[config.mk]
export PLATFORM = sky130hd
export DESIGN_NAME = booth_multiplier
export DESIGN_NICKNAME = d
export VERILOG_FILES = /design/src/rtl/booth_multiplier.sv
export SDC_FILE = /design/constraint.sdc
export NUM_CORES = 1
export LEC_CHECK = 0
export CAP_MARGIN = 5
export CELL_PAD_IN_SITES_DETAIL_PLACEMENT = 1
export CELL_PAD_IN_SITES_GLOBAL_PLACEMENT = 1
export CORE_MARGIN = 1.5
export CORE_UTILIZATION = 30
export DETAILED_ROUTE_END_ITERATION = 10
export MAX_ROUTING_LAYER = met4
export PLACE_DENSITY_LB_ADDON = 0.1
export SLEW_MARGIN = 20
export SYNTH_ARGS = -nofsm -noshare
export SYNTH_HDL_FRONTEND = slang
export SYNTH_SLANG_ARGS = --single-unit
[constraint.sdc]
create_clock -name clk -period 2.8 [get_ports clk]
set_input_delay 0.56 -clock clk [delete_from_list [all_inputs] [get_ports clk]]
set_output_delay 0.56 -clock clk [all_outputs]
set_load 0.01 [all_outputs]
[src/rtl/booth_multiplier.sv]
// Sequential radix-2 Booth multiplier, z = x * y, one Booth step per clock.
// Default build is signed two's-complement with WIDTH steps.
// Define BOOTH_UNSIGNED_EN for unsigned operands. Operands are zero-extended
// by one bit, and WIDTH+1 steps run.
module booth_multiplier #(
    parameter int WIDTH = 4
) (
    input  logic                 clk,
    input  logic                 rst,
    input  logic                 start,
    input  logic [WIDTH-1:0]     x,
    input  logic [WIDTH-1:0]     y,
    output logic [2*WIDTH-1:0]   z,
    output logic                 busy,
    output logic                 done
);

`ifdef BOOTH_UNSIGNED_EN
    localparam int QW = WIDTH + 1;
`else
    localparam int QW = WIDTH;
`endif
    // The accumulator is one bit wider than the operand, so the most negative multiplicand cannot overflow.
    localparam int AW = WIDTH + 1;
    localparam int CW = $clog2(QW + 1);

    typedef enum logic [1:0] {
        ST_IDLE = 2'd0,
        ST_RUN  = 2'd1,
        ST_DONE = 2'd2
    } state_t;

    state_t               state_reg;
    logic [AW-1:0]        m_reg;
    logic [AW-1:0]        a_reg;
    logic [QW-1:0]        q_reg;
    logic                 q_1_reg;
    logic [CW-1:0]        cnt_reg;
    logic [2*WIDTH-1:0]   z_reg;
    logic                 busy_reg;
    logic                 done_reg;

    logic [AW-1:0]        a_sum;
    logic [AW-1:0]        a_next;
    logic [QW-1:0]        q_next;
    logic                 q_1_next;
    logic [AW-1:0]        m_init;
    logic [QW-1:0]        q_init;
    logic [2*WIDTH-1:0]   product;

    // Operand extension at accept time, and product extraction from {A, Q}.
    always_comb begin
`ifdef BOOTH_UNSIGNED_EN
        m_init  = {1'b0, x};
        q_init  = {1'b0, y};
        product = {a_reg[WIDTH-2:0], q_reg};
`else
        m_init  = {x[WIDTH-1], x};
        q_init  = y;
        product = {a_reg[WIDTH-1:0], q_reg};
`endif
    end

    // One Booth step: add or subtract M by {Q[0], q_1}, then shift {A, Q, q_1} arithmetically right.
    always_comb begin
        a_sum = a_reg;
        case ({q_reg[0], q_1_reg})
            2'b01:   a_sum = a_reg + m_reg;
            2'b10:   a_sum = a_reg - m_reg;
            default: a_sum = a_reg;
        endcase
        a_next   = {a_sum[AW-1], a_sum[AW-1:1]};
        q_next   = {a_sum[0], q_reg[QW-1:1]};
        q_1_next = q_reg[0];
    end

    // Control FSM and datapath registers. Reset discards any operation in flight.
    always_ff @(posedge clk) begin
        if (rst) begin
            state_reg <= ST_IDLE;
            m_reg     <= '0;
            a_reg     <= '0;
            q_reg     <= '0;
            q_1_reg   <= 1'b0;
            cnt_reg   <= '0;
            z_reg     <= '0;
            busy_reg  <= 1'b0;
            done_reg  <= 1'b0;
        end else begin
            done_reg <= 1'b0;
            case (state_reg)
                ST_IDLE: begin
                    if (start) begin
                        m_reg     <= m_init;
                        a_reg     <= '0;
                        q_reg     <= q_init;
                        q_1_reg   <= 1'b0;
                        cnt_reg   <= CW'(QW);
                        busy_reg  <= 1'b1;
                        state_reg <= ST_RUN;
                    end
                end
                ST_RUN: begin
                    a_reg   <= a_next;
                    q_reg   <= q_next;
                    q_1_reg <= q_1_next;
                    cnt_reg <= cnt_reg - 1'b1;
                    if (cnt_reg == CW'(1)) begin
                        state_reg <= ST_DONE;
                    end
                end
                ST_DONE: begin
                    z_reg     <= product;
                    done_reg  <= 1'b1;
                    busy_reg  <= 1'b0;
                    state_reg <= ST_IDLE;
                end
                default: begin
                    state_reg <= ST_IDLE;
                end
            endcase
        end
    end

    assign z    = z_reg;
    assign busy = busy_reg;
    assign done = done_reg;

endmodule

**Word-level counts from Yosys, hierarchy flattened**

Index checks and enable logic that the tools add are counted.

- ROM bits: 0
- Bits in latches: 0
- Register bits after elaboration: 29
- Memories kept: 0
- RAM bits: 0
- Output and inout bits: 10
- Bits of input ports: 11

- Reduce and logical (&&, ||, !) cells: 7
- Add/subtract/negate cells: 3
- $lt $le $gt $ge: 0
- Bitwise operators: 0
- Eq/ne operators: 7
- $mul: 0
- Shift-type cells: 0
- Multiplexer cells: 15
- Div/mod/pow operators: 0

Operators with widths:

| cell | count |
|---|---|
| $pmux W5 S2 | 2 |
| $pmux W4 S2 | 1 |
| $reduce_and A2 Y1 | 4 |
| $pmux W3 S2 | 1 |
| $add A5 B5 Y5 | 1 |
| $mux W5 | 1 |
| $sub A5 B5 Y5 | 1 |
| $eq A2 B1 Y1 const B | 2 |
| $eq A2 B2 Y1 const B | 2 |
| $mux W2 | 2 |
| $mux W4 | 1 |
| $ne A2 B2 Y1 const B | 2 |
| $pmux W1 S2 | 2 |
| $pmux W2 S2 | 1 |
| $reduce_bool A2 Y1 | 2 |
| $eq A3 B1 Y1 const B | 1 |
| $mux W1 | 3 |
| $mux W3 | 1 |
| $sub A3 B1 Y3 const B | 1 |
| $logic_not A2 Y1 | 1 |

**Depth between registers and ports, before layout**

Gate-level depths: netlist of run 1.

- Depth after elaboration: 3
- Mapped depth: 10
- Depth with buffers taken out: 10

**Worst setup path before layout of run 1**

Ideal clock, no wire load.

- Path kind: register to register
- Start: register m_reg[0]
- End: register a_reg[2]
- Setup time: 88 ps
- Stages on the path, launching flop included: 11
- Path buffers: 0
- Required time: 2712 ps
- Arrival time: 2219 ps
- Setup slack: 493 ps
- Path through: dfxtp_1 -> inv_1 -> ha_1 -> mux2_2 -> inv_1 -> ha_1 -> nor2b_4 -> o21ai_2 -> a21oi_1 -> or4b_4 -> a311oi_2

- Longest elaborated chain between the ends: 3
- Elaborated cells between the ends (all ways): 4
- Those cells by class: add/sub: 2; mux: 2

Ends and longest elaborated chain:

| item | RTL line | source |
|---|---|---|
| start: declaration | 34 | `logic [AW-1:0] m_reg;` |
| start signal: assignment | 94 | `m_reg <= m_init;` |
| $sub A5 B5 Y5 / $add A5 B5 Y5 (equally long branches) | 69, 68 |  |
| $pmux W5 S2 * | 67 | `case ({q_reg[0], q_1_reg})` |
| $pmux W5 S2 * | 91 | `case (state_reg)` |
| end signal: assignment | 104 | `a_reg <= a_next;` |
| end: declaration | 35 | `logic [AW-1:0] a_reg;` |

Mark *: on every way between the ends. The rest lies on a longest branch, timed or not.
A chain may end at the register's enable or synchronous reset.

**Worst setup path after layout of run 1**

- Start: register q_reg[0]
- End: register a_reg[2]

- Longest elaborated chain between the ends: 3
- Elaborated cells between the ends (all ways): 4
- Those cells by class: eq/ne: 2; mux: 2

Ends and longest elaborated chain:

| item | RTL line | source |
|---|---|---|
| start: declaration | 36 | `logic [QW-1:0] q_reg;` |
| start signal: assignment | 96 | `q_reg <= q_init;` |
| start signal: assignment | 105 | `q_reg <= q_next;` |
| $eq A2 B2 Y1 / $eq A2 B1 Y1 (equally long branches) | 67 |  |
| $pmux W5 S2 * | 67 |  |
| $pmux W5 S2 * | 91 |  |

Marks and branches as above.

==> results.ini, run 1 <==
[yosys]
synth_ff_type=dfxtp_1
synth_cell_type_count=35
ys_ff_latch=28
synth-simple-area-share_pct=24.93
synth-edff-count=0
synth_top_family_by_area=simple AND/OR/NAND/NOR gates
ys_seq_area_share_pct=39.89
syn_inst=172
synth_common_cells=nand2_1 (30), dfxtp_1 (28), nor2_1 (24)
synth_warnings=0
async_flop_share_pct=0
synth_compound_gate_area_share_pct=14.78
synth_area_per_cell_um2=8.169
synthesis.nets=192
synth_area_leaders=dfxtp_1 (40%), nand2_1 (8.0%), a21oi_1 (7.1%)
netlist_area_mm2=0.001405
synth.most_common_cell=nand2_1
muxShareOfSynthArea_pct=2.226
yosys.area.top_type=dfxtp_1
synth_xor_area_share_pct=3.117
synth.top_cell.area_share_pct=39.89
synthAdderAreaFrac_pct=8.549

[timing]
fin_crit_ns=2.493
rsz0062_at_grt=false
max_freq_mhz=401.1
tightest_slew_ns=0.6573
drv_slew=0
setup_viol=0
setup_tns_ns=0
period_share_pct=89.04
fin_worst_skew_ns=0.007218
relSlewSlack_pct=55.98
hold_violations=0

[status]
violations=design-rule violations
status=finished with violations

[worst_setup_path]
cpMostUsedCell=ha_1
critPathMaxFanout=5
required_ns=3.00
r2r_slack_ns=0.31
path_cells=ha_1 -> mux2_2 -> inv_1 -> ha_1 -> nor2b_4 -> o21ai_2 -> a21oi_1 -> or4b_4 -> a311oi_2
critical_path_class=reg -> reg
r2r-end=a_reg[2]$_SDFFE_PP0P_
cp_data_arrival_time_ns=2.69
slowest_stage=or4b_4
path_buf_inv=1
crit_path_start_kind=flip-flop
reg2regPathDepth=9
critical_path.top_delay_family=simple AND/OR/NAND/NOR gates
crit_path_max_incr_delay_ns=0.48
endpoint_kind=flip-flop
r2r_start=q_reg[0]$_SDFFE_PP0P_

[clock_tree]
clock_insertion_delay_worst_skew_ns=0.28
clk_path_buf_depth=2
cts-root-buf=clkbuf_8
cts_hold_buf=0
cts.repair.resized=0
cts_made_buffers=3
cts_setup_buffers=0
cts_tree=done
clock_sinks=28
htreeDepth=1
clk_pin_slew_ns=0.11

[power_and_ir_drop]
pwr-share-seq_pct=45.7
p_sw_share_pct=26.90
clkPwrFrac_pct=33.9
p_switching_uw=259.2
peakVddDrop_uv=198.5
p_comb_share_pct=20.4
powerDensity_mw_per_mm2=562.1
internal_power_uw=704.4
power.static_leakage_uw=0.0006386

[flow_run]
drv_cap=0

[detailed_routing]
wl_per_cell_um=13.09
drtIter0Drc=51
totalWireLength_mm=3.168
drc_errors=3
via_per_inst=4.876
vias=1180
firstDrtPassIters=7
antenna_left=0

[global_route]
grt_pass1_vias=1165
overflow=0
grt_pass1_wl_mm=5.568
grt_max_degree=29
track_usage_pct=14.09
antenna_found_initial=0

[finish]
largest_register_ffs=8
layout-drive-gt1-share_pct=9.474
final_nets=211
fin_cells=242
insertedDiodeCount=0
area_growth_pct=21.99

[hold_path]
holdPathStages=2
min_to=z[0]$_SDFFE_PP0P_
worstHoldPathType=reg -> reg
worstHoldStart=z[0]$_SDFFE_PP0P_

[place]
port_buffers=20
placed_cells=238
dp_hpwl_mm=2.424
place.gp.congestion=0.6842

[floorplanning]
io_pins=21
die_height_um=71.44
die_area_mm2=0.005103
core-area_mm2=0.004444
num_rows=24
die_w_um=71.44
initial_core_util_pct=31.62

cell families after synthesis:
family / count (synthesis)
fa+ha+maj: 9
mux: 3
xor+xnor: 5
compound gates: 33
flops: 28
simple gates: 74
buf+inv: 20
tightest hold or removal path, stage by stage, from the launching register on:
cell     delay (ns)
dfxtp_1        0.32
nand2_1        0.05
a21oi_1        0.05
stage by stage:
| stage | hold WS [ns] | area, µm² | total power [µW] | setup slack [ns] | utilization, % |
|---|---|---|---|---|---|
| 2_1_floorplan | 0.4395 | 1405 | 593.0 | 0.4931 | - |
| 3_3_place_gp | 0.4404 | 1643 | 644.0 | 0.4147 | 36.97 |
| 6_report | 0.4601 | 1714 | 963.6 | 0.3070 | 38.57 |
| 3_5_place_dp | 0.4497 | 1643 | 650.9 | 0.3294 | 36.97 |
| 4_1_cts | 0.4640 | 1714 | 977.1 | 0.2962 | 38.57 |
| 5_1_grt | 0.4877 | 1714 | 1025 | 0.1633 | 38.57 |
routing by layer:
metal	share of wire, %	track usage (%)
met3	3.1	2.250
met5	0	-
met1	47	17.94
met2	49	23.57
met4	0.41	3.205
cell type report:
type | count | area (µm²)
repair buffers | 23 | 222.7
well taps | 52 | 65.06
clock buffers | 3 | 41.29
fillers | 540 | 2730
inverters | 11 | 41.29
multi-input cells | 124 | 753.2
clock inverters | 1 | 30.03
flip-flops and latches | 28 | 560.5
power groups by stage:
stage                     Sequential (µW)  Combinational, µW  Clock (µW)
after detailed placement              450                201           0
final                                 441                196         327
after floorplan                       441                152           0
after global routing                  445                226         354
after CTS                             441                201         335
after global placement                449                195           0
cell usage in the layout, fill, tap and decap left out, types with 2 or more instances in the layout:
master / count
inv_1: 11
ha_1: 8
a21oi_1: 20
or2_2: 2
nor3_1: 4
buf_4: 3
clkbuf_8: 3
dfxtp_1: 28
a311oi_1: 5
o21ai_0: 3
nand2_1: 30
mux2i_1: 2
nand3_1: 3
nor2_1: 24
clkdlybuf4s50_1: 20
xnor2_1: 4
nand2b_1: 3
worst max-delay path by stage:
stage	startpoint	endpoint	cells after the start	slack, ns
2_1_floorplan	m_reg[0]$_SDFFE_PP0P_	a_reg[2]$_SDFFE_PP0P_	10	0.49
3_3_place_gp	q_reg[0]$_SDFFE_PP0P_	a_reg[2]$_SDFFE_PP0P_	9	0.41
3_5_place_dp	q_reg[0]$_SDFFE_PP0P_	a_reg[2]$_SDFFE_PP0P_	9	0.33
4_1_cts	q_reg[0]$_SDFFE_PP0P_	a_reg[2]$_SDFFE_PP0P_	9	0.30
5_1_grt	q_reg[0]$_SDFFE_PP0P_	a_reg[2]$_SDFFE_PP0P_	9	0.16
6_report	q_reg[0]$_SDFFE_PP0P_	a_reg[2]$_SDFFE_PP0P_	9	0.31
(Power assumes the default switching activity.)
==> run 2, diff against run 1 <==
Settings changed: HOLD_SLACK_MARGIN set to 0.06.
==> results of run 2 <==
Same layout as run 1: the final DEF is identical, and so are final timing and power.
